`src/rtl/run_ctrl_pkg.sv`:
```
// -----------------------------------------------------------------------------
// run_ctrl_pkg
//   Shared types and constants for the run/halt/single-step controller.
//   - state_t        : controller state encoding (HALT is the all-zero code so
//                      a cleared register reads as "not running")
//   - CYCLE_COUNT_W  : width of the optional enabled-cycle counter
//   - stateEnables() : decode of the datapath clock enable from a state value
// -----------------------------------------------------------------------------
package run_ctrl_pkg;

  typedef enum logic [1:0] {
    ST_HALT = 2'd0,
    ST_RUN  = 2'd1,
    ST_STEP = 2'd2
  } state_t;

  localparam int CYCLE_COUNT_W = 16;

  // The datapath runs in every state except HALT.
  function automatic logic stateEnables(input state_t s);
    return (s != ST_HALT);
  endfunction

endpackage

```
`src/rtl/run_ctrl_debounce.sv`:
```
// -----------------------------------------------------------------------------
// debounce
//   Two-flop synchroniser plus stability counter for the raw push button.
//   A level change is accepted only after the synchronised level has differed
//   from the accepted level for DEBOUNCE_CYCLES consecutive cycles.
//
// Parameters
//   DEBOUNCE_CYCLES : consecutive differing cycles needed to accept a change
//                     (minimum 2)
// Ports
//   i_clk     in   system clock
//   i_reset   in   synchronous active-high reset
//   i_button  in   raw asynchronous button, active high
//   o_level   out  accepted (debounced) button level
//   o_press   out  one-cycle pulse, high in the cycle before o_level rises
// -----------------------------------------------------------------------------
module debounce #(
  parameter int DEBOUNCE_CYCLES = 50000
) (
  input  logic i_clk,
  input  logic i_reset,
  input  logic i_button,
  output logic o_level,
  output logic o_press
);

  localparam int CNT_W = (DEBOUNCE_CYCLES > 2) ? $clog2(DEBOUNCE_CYCLES) : 1;
  localparam logic [CNT_W-1:0] CNT_LAST = CNT_W'(DEBOUNCE_CYCLES - 1);

  logic             sync1;
  logic             sync2;
  logic             stable;
  logic [CNT_W-1:0] cnt;

  logic differ;
  logic settle;

  // settle is decoded from registers only, so o_press has no path from the pin.
  assign differ = (sync2 != stable);
  assign settle = differ && (cnt == CNT_LAST);

  always_ff @(posedge i_clk) begin
    if (i_reset) begin
      sync1  <= 1'b0;
      sync2  <= 1'b0;
      stable <= 1'b0;
      cnt    <= '0;
    end else begin
      sync1 <= i_button;
      sync2 <= sync1;
      if (!differ) begin
        // Any agreement restarts the stability window.
        cnt <= '0;
      end else if (settle) begin
        stable <= sync2;
        cnt    <= '0;
      end else begin
        cnt <= cnt + 1'b1;
      end
    end
  end

  assign o_level = stable;
  assign o_press = settle & sync2;

endmodule

```
`src/rtl/run_ctrl.sv`:
```
// -----------------------------------------------------------------------------
// run_ctrl
//   Run/halt/single-step controller for the 8-bit datapath. Produces a
//   synchronous clock enable for every datapath register and sequences the
//   machine between RUN, HALT and STEP from the HLT microinstruction, the
//   debounced board button and the step-mode switch.
//
//   Handshake/qualification: i_ctrlHlt and i_instrDone are only meaningful in
//   cycles where o_clkEn is high; while halted they are ignored. The button
//   press is a single-cycle pulse taken from the debouncer.
//
//   Build option: define RUN_CTRL_CYCLE_COUNT_EN to build the 16-bit enabled
//   cycle counter on o_cycleCount; otherwise o_cycleCount is tied to zero.
//
// Parameters
//   DEBOUNCE_CYCLES : button stability window in cycles (minimum 2)
// Ports
//   i_clk         in   system clock
//   i_reset       in   synchronous active-high reset
//   i_button      in   raw asynchronous push button, active high
//   i_modeStep    in   0 = run mode, 1 = step mode (quasi-static)
//   i_ctrlHlt     in   HLT microinstruction flag
//   i_instrDone   in   last microstep of the current instruction
//   o_clkEn       out  datapath clock enable (state != HALT)
//   o_halted      out  state is HALT
//   o_stepping    out  state is STEP
//   o_cycleCount  out  count of enabled cycles (zero when not built)
//
//   The FSM state is fully visible on o_clkEn/o_halted/o_stepping.
// -----------------------------------------------------------------------------
module run_ctrl
  import run_ctrl_pkg::*;
#(
  parameter int DEBOUNCE_CYCLES = 50000
) (
  input  logic                     i_clk,
  input  logic                     i_reset,
  input  logic                     i_button,
  input  logic                     i_modeStep,
  input  logic                     i_ctrlHlt,
  input  logic                     i_instrDone,
  output logic                     o_clkEn,
  output logic                     o_halted,
  output logic                     o_stepping,
  output logic [CYCLE_COUNT_W-1:0] o_cycleCount
);

  if (DEBOUNCE_CYCLES < 2) begin : g_badParam
    $error("run_ctrl: DEBOUNCE_CYCLES must be at least 2");
  end

  state_t state;
  state_t nextState;

  logic press;
  logic btnLevel;
  logic hltQ;
  logic doneQ;

  debounce #(
    .DEBOUNCE_CYCLES(DEBOUNCE_CYCLES)
  ) u_debounce (
    .i_clk   (i_clk),
    .i_reset (i_reset),
    .i_button(i_button),
    .o_level (btnLevel),
    .o_press (press)
  );

  // Control flags only count while the datapath is actually clocked.
  assign hltQ  = i_ctrlHlt   & o_clkEn;
  assign doneQ = i_instrDone & o_clkEn;

  // Priority: HLT > instrDone > press.
  always_comb begin
    nextState = state;
    unique case (state)
      ST_RUN: begin
        if (hltQ) begin
          nextState = ST_HALT;
        end else if (doneQ && i_modeStep) begin
          nextState = ST_HALT;
        end else if (press) begin
          nextState = ST_HALT;
        end
      end
      ST_STEP: begin
        if (hltQ || doneQ) begin
          nextState = ST_HALT;
        end
      end
      ST_HALT: begin
        if (press) begin
          nextState = i_modeStep ? ST_STEP : ST_RUN;
        end
      end
      default: nextState = ST_HALT;
    endcase
  end

  // Outputs are registered alongside the state so they carry no input path.
  always_ff @(posedge i_clk) begin
    if (i_reset) begin
      state      <= i_modeStep ? ST_HALT : ST_RUN;
      o_clkEn    <= ~i_modeStep;
      o_halted   <= i_modeStep;
      o_stepping <= 1'b0;
    end else begin
      state      <= nextState;
      o_clkEn    <= stateEnables(nextState);
      o_halted   <= (nextState == ST_HALT);
      o_stepping <= (nextState == ST_STEP);
    end
  end

`ifdef RUN_CTRL_CYCLE_COUNT_EN
  logic [CYCLE_COUNT_W-1:0] cycleCount;

  // Wraps naturally from all-ones to zero.
  always_ff @(posedge i_clk) begin
    if (i_reset) begin
      cycleCount <= '0;
    end else if (o_clkEn) begin
      cycleCount <= cycleCount + 1'b1;
    end
  end

  assign o_cycleCount = cycleCount;
`else
  assign o_cycleCount = '0;
`endif

  // A press pulse always leaves the accepted button level high.
  a_pressLevel: assert property (@(posedge i_clk) disable iff (i_reset)
    press |=> btnLevel);

  // The registered enable must always agree with the state register.
  a_enMatchesState: assert property (@(posedge i_clk)
    o_clkEn == stateEnables(state));

endmodule

```
`config.mk`:
```
export PLATFORM = sky130hd
export DESIGN_NAME = run_ctrl
export DESIGN_NICKNAME = d
export VERILOG_FILES = /design/src/rtl/run_ctrl_pkg.sv /design/src/rtl/run_ctrl_debounce.sv /design/src/rtl/run_ctrl.sv
export SDC_FILE = /design/constraint.sdc
export NUM_CORES = 1
export LEC_CHECK = 0
export CORE_UTILIZATION = 49
export DETAILED_ROUTE_END_ITERATION = 8
export PLACE_DENSITY = 0.78
export SLEW_MARGIN = 20
export SYNTH_ARGS = -nofsm -noshare
export SYNTH_HDL_FRONTEND = slang
export SYNTH_SLANG_ARGS = --single-unit
```
`constraint.sdc`:
```
create_clock -name i_clk -period 2.5 [get_ports i_clk]
set_clock_uncertainty 0.1 [all_clocks]
set_input_delay 0.625 -clock i_clk [delete_from_list [all_inputs] [get_ports i_clk]]
set_output_delay 0.625 -clock i_clk [all_outputs]
set_load 0.02 [all_outputs]
```
==> flow_summary_export.csv <==
group,metric,value,unit
status,outcome,"completed",
grt,grt_pass1_wl,3.174,mm
timing,rsz0062_at_grt,"false",
placement,dpl-instance-area,1171,µm²
synth,synth_area,1127,µm²
detailed_routing,routed_wl,1.755,mm
worst_setup_path,crit_arrival,1.28,ns
timing,slew_viol_final,0,
synth,ys_ff_latch,24,
timing,finalWorstSetupSlack,0.4919,ns
timing,fin_tns_setup,0,ns
grt,grt_usage,16.75,%
final_layout,diodes,0,
worst_setup_path,worst-path-buf-inv,1,
worst_setup_path,critical_path.max_stage_delay,0.61,ns
grt,gr-total-overflow,0,
grt,antenna_found_initial,0,
final_layout,fin_nets,146,
timing,hold_slack,0.3578,ns
synth,synth_enable_flop_cells,0,
detailed_routing,postRouteAntennaNets,0,
synth,syn-instance-count,128,
detailed_routing,viasPerCell,4.837,
synth,synthArstFlopShare,0,%
timing,setup_viol,0,
synth,synthXorXnorAreaFrac,11.65,%
pwr,ir_drop,0.0004363,V
clock_network,htreeDepth,1,
synth,synth_top_family_by_area,"simple AND/OR/NAND/NOR gates",
final_layout,final_util,55.85,%
synth,synth_seq_area_share,42.62,%
floorplanning,start_util,51.46,%
floorplanning,fp.dieW,49.97,µm
worst_setup_path,critPathCaptureType,"primary output",
floorplanning,die_y,49.97,µm
clock_network,cts_setup_buffers,0,
grt,grt_pass1_vias,760,
worst_setup_path,critPathSlowestCell,"clkdlybuf4s50_1",
clock_network,hold_buffers,0,
grt,grt_max_degree,16,
worst_setup_path,path_cells,"clkdlybuf4s50_1",
timing,max_freq,0.4980,GHz
detailed_routing,vias,803,
clock_network,cts_tree,"built",
final_layout,final_area,1224,µm²
placement,placed_cells,162,
grt,met2_usage,26.80,%
worst_setup_path,crit_family,"buffers and inverters",
timing,hold_violations,0,
grt,grt_util_met1,21.48,%
final_layout,area_delta_synth_final,8.546,%
synth,synthFlopType,"dfxtp_1",
clock_network,cts_buffers,3,
detailed_routing,initialDrtViolationCount,10,
pwr,finalPower,0.7337,mW
placement,gp_congestion,0.7555,
worst_setup_path,required,1.77,ns
worst_setup_path,start_kind,"flip-flop",
grt,use_met3,3.704,%
synth,synthSimpleGateAreaFrac,25.19,%
clock_network,cts_root_buf,"clkbuf_4",
synth,postSynthAreaPerCell,8.807,µm²
detailed_routing,drc_errors,0,
timing,fin_crit,2.008,ns
final_layout,instances_no_fill,166,
final_layout,drive_above_1_share,5.797,%
run,cap_viol_max_count,0,
floorplanning,design.core.area,2191,µm²
clock_network,cts.repair.resized,0,
worst_setup_path,path_class,"flip-flop to primary output",
synth,synth_compound_area_share,6.215,%
clock_network,clock-sinks,24,
detailed_routing,drt_pre_antenna_iters,4,
pwr,p_leak,0.4505,nW
placement,dp_hpwl,1.312,mm
clock_network,path_clk_slew,0.13,ns
worst_hold_path,hp-class,"flip-flop to flip-flop",
floorplanning,dieArea,2497,µm²
pwr,p_per_area,599.6,nW/µm²
clock_network,clock_latency,0.31,ns
floorplanning,io_pins,25,
synth,synthAdderAreaFrac,1.110,%
final_layout,fillers,201,
synth,synthMuxAreaShare,1.221,%
synth,yosysUniqueCellTypes,29,
synth,ys_warn_count,0,
grt,grt_busiest_layer,"met2",
timing,fin_crit_sh,80.33,%
placement,pre_cts_slack,0.4369,ns
detailed_routing,routedWlPerCell,10.57,µm
floorplanning,row_count,17,
clock_network,clockBufferDepth,2,
placement,port_buffers,8,
worst_setup_path,crit_fanout,3,
layout make-up:
type / instances / area (µm²) / share of cell area, %
multi-input combinational: 101 / 571.8 / 46.73
sequential: 24 / 480.5 / 39.26
timing repair buffer: 8 / 80.08 / 6.544
tap: 28 / 35.03 / 2.863
clock inverter: 1 / 30.03 / 2.454
clock buffer: 3 / 22.52 / 1.840
inverter: 1 / 3.754 / 0.3067
layout by cell type, fill, tap and decap left out, drive strengths merged:
master         synthesis  layout
nand4                  4       4
clkdlybuf4s50          0       8
nor3                   3       3
a21boi                 1       1
a21oi                  2       2
o221a                  1       1
and2                   1       1
xnor2                  7       7
nor2b                  2       2
o21a                   2       2
ha                     1       1
clkbuf                 0       3
o21ai                  1       1
and3                   2       2
nand2                  9       9
nand4b                 1       1
mux2i                  1       1
o22ai                  1       1
dfxtp                 24      24
or4                    1       1
bufinv                 0       1
a21o                   2       2
nand3                  7       7
xor2                   8       8
conb                   1      16
and4                   2       2
nand3b                 1       1
nor2                  25      25
inv                    1       1
cells by family (layout without fill, tap and decap cells):
logic type / count (synthesis) / after routing
AND/OR/NAND/NOR: 58 / 58
other: 1 / 16
buffers and inverters: 18 / 13
flip-flops: 24 / 24
XOR/XNOR: 15 / 15
multiplexers: 1 / 1
adder cells (fa/ha/maj): 1 / 1
AO/OA/AOI/OAI: 10 / 10
power breakdown:
group	leakage (nW)	switching [mW]	internal (mW)
sequential	0.195	0.00453	0.389
combinational	0.228	0.0409	0.0221
clock	0.0279	0.115	0.162
flip-flops by register name, summed over array words and instances, names as in the netlist:
name / cells
u_debounce.sync2: 1
state: 2
o_halted: 1
o_clkEn: 1
u_debounce.cnt: 16
u_debounce.o_level: 1
u_debounce.sync1: 1
o_stepping: 1
final timing paths:
| kind | slack (ns) | endpoint | cells after the start | start |
|---|---|---|---|---|
| setup / recovery | 0.49 | o_clkEn | 1 | o_clkEn |
| hold / removal | 0.36 | u_debounce.sync2 | 1 | u_debounce.sync1 |
| setup reg to reg | 0.56 | u_debounce.cnt[14] | 6 | u_debounce.cnt[0] |
| hold reg to reg | 0.36 | u_debounce.sync2 | 1 | u_debounce.sync1 |
cell usage after synthesis (2+ instances only):
library cell	n	share of area, %
a21o_1	2	1.3
a21oi_1	2	0.89
and3_1	2	1.1
and4_1	2	1.6
buf_4	17	11
dfxtp_1	24	43
nand2_1	9	3.0
nand3_1	6	2.7
nand4_1	4	2.2
nor2_1	24	8.0
nor2b_1	2	1.1
nor3_1	3	1.3
o21a_1	2	1.3
xnor2_1	7	5.4
xor2_1	8	6.2
routing by layer:
layer	wire length [µm]	vias to the layer above	part of all wire, %
li1	-	417	-
met1	874	372	50
met2	831	10	47
met3	28	4	1.6
met4	21	0	1.2
met5	0	-	0
Power figures use the tool's default switching activity.
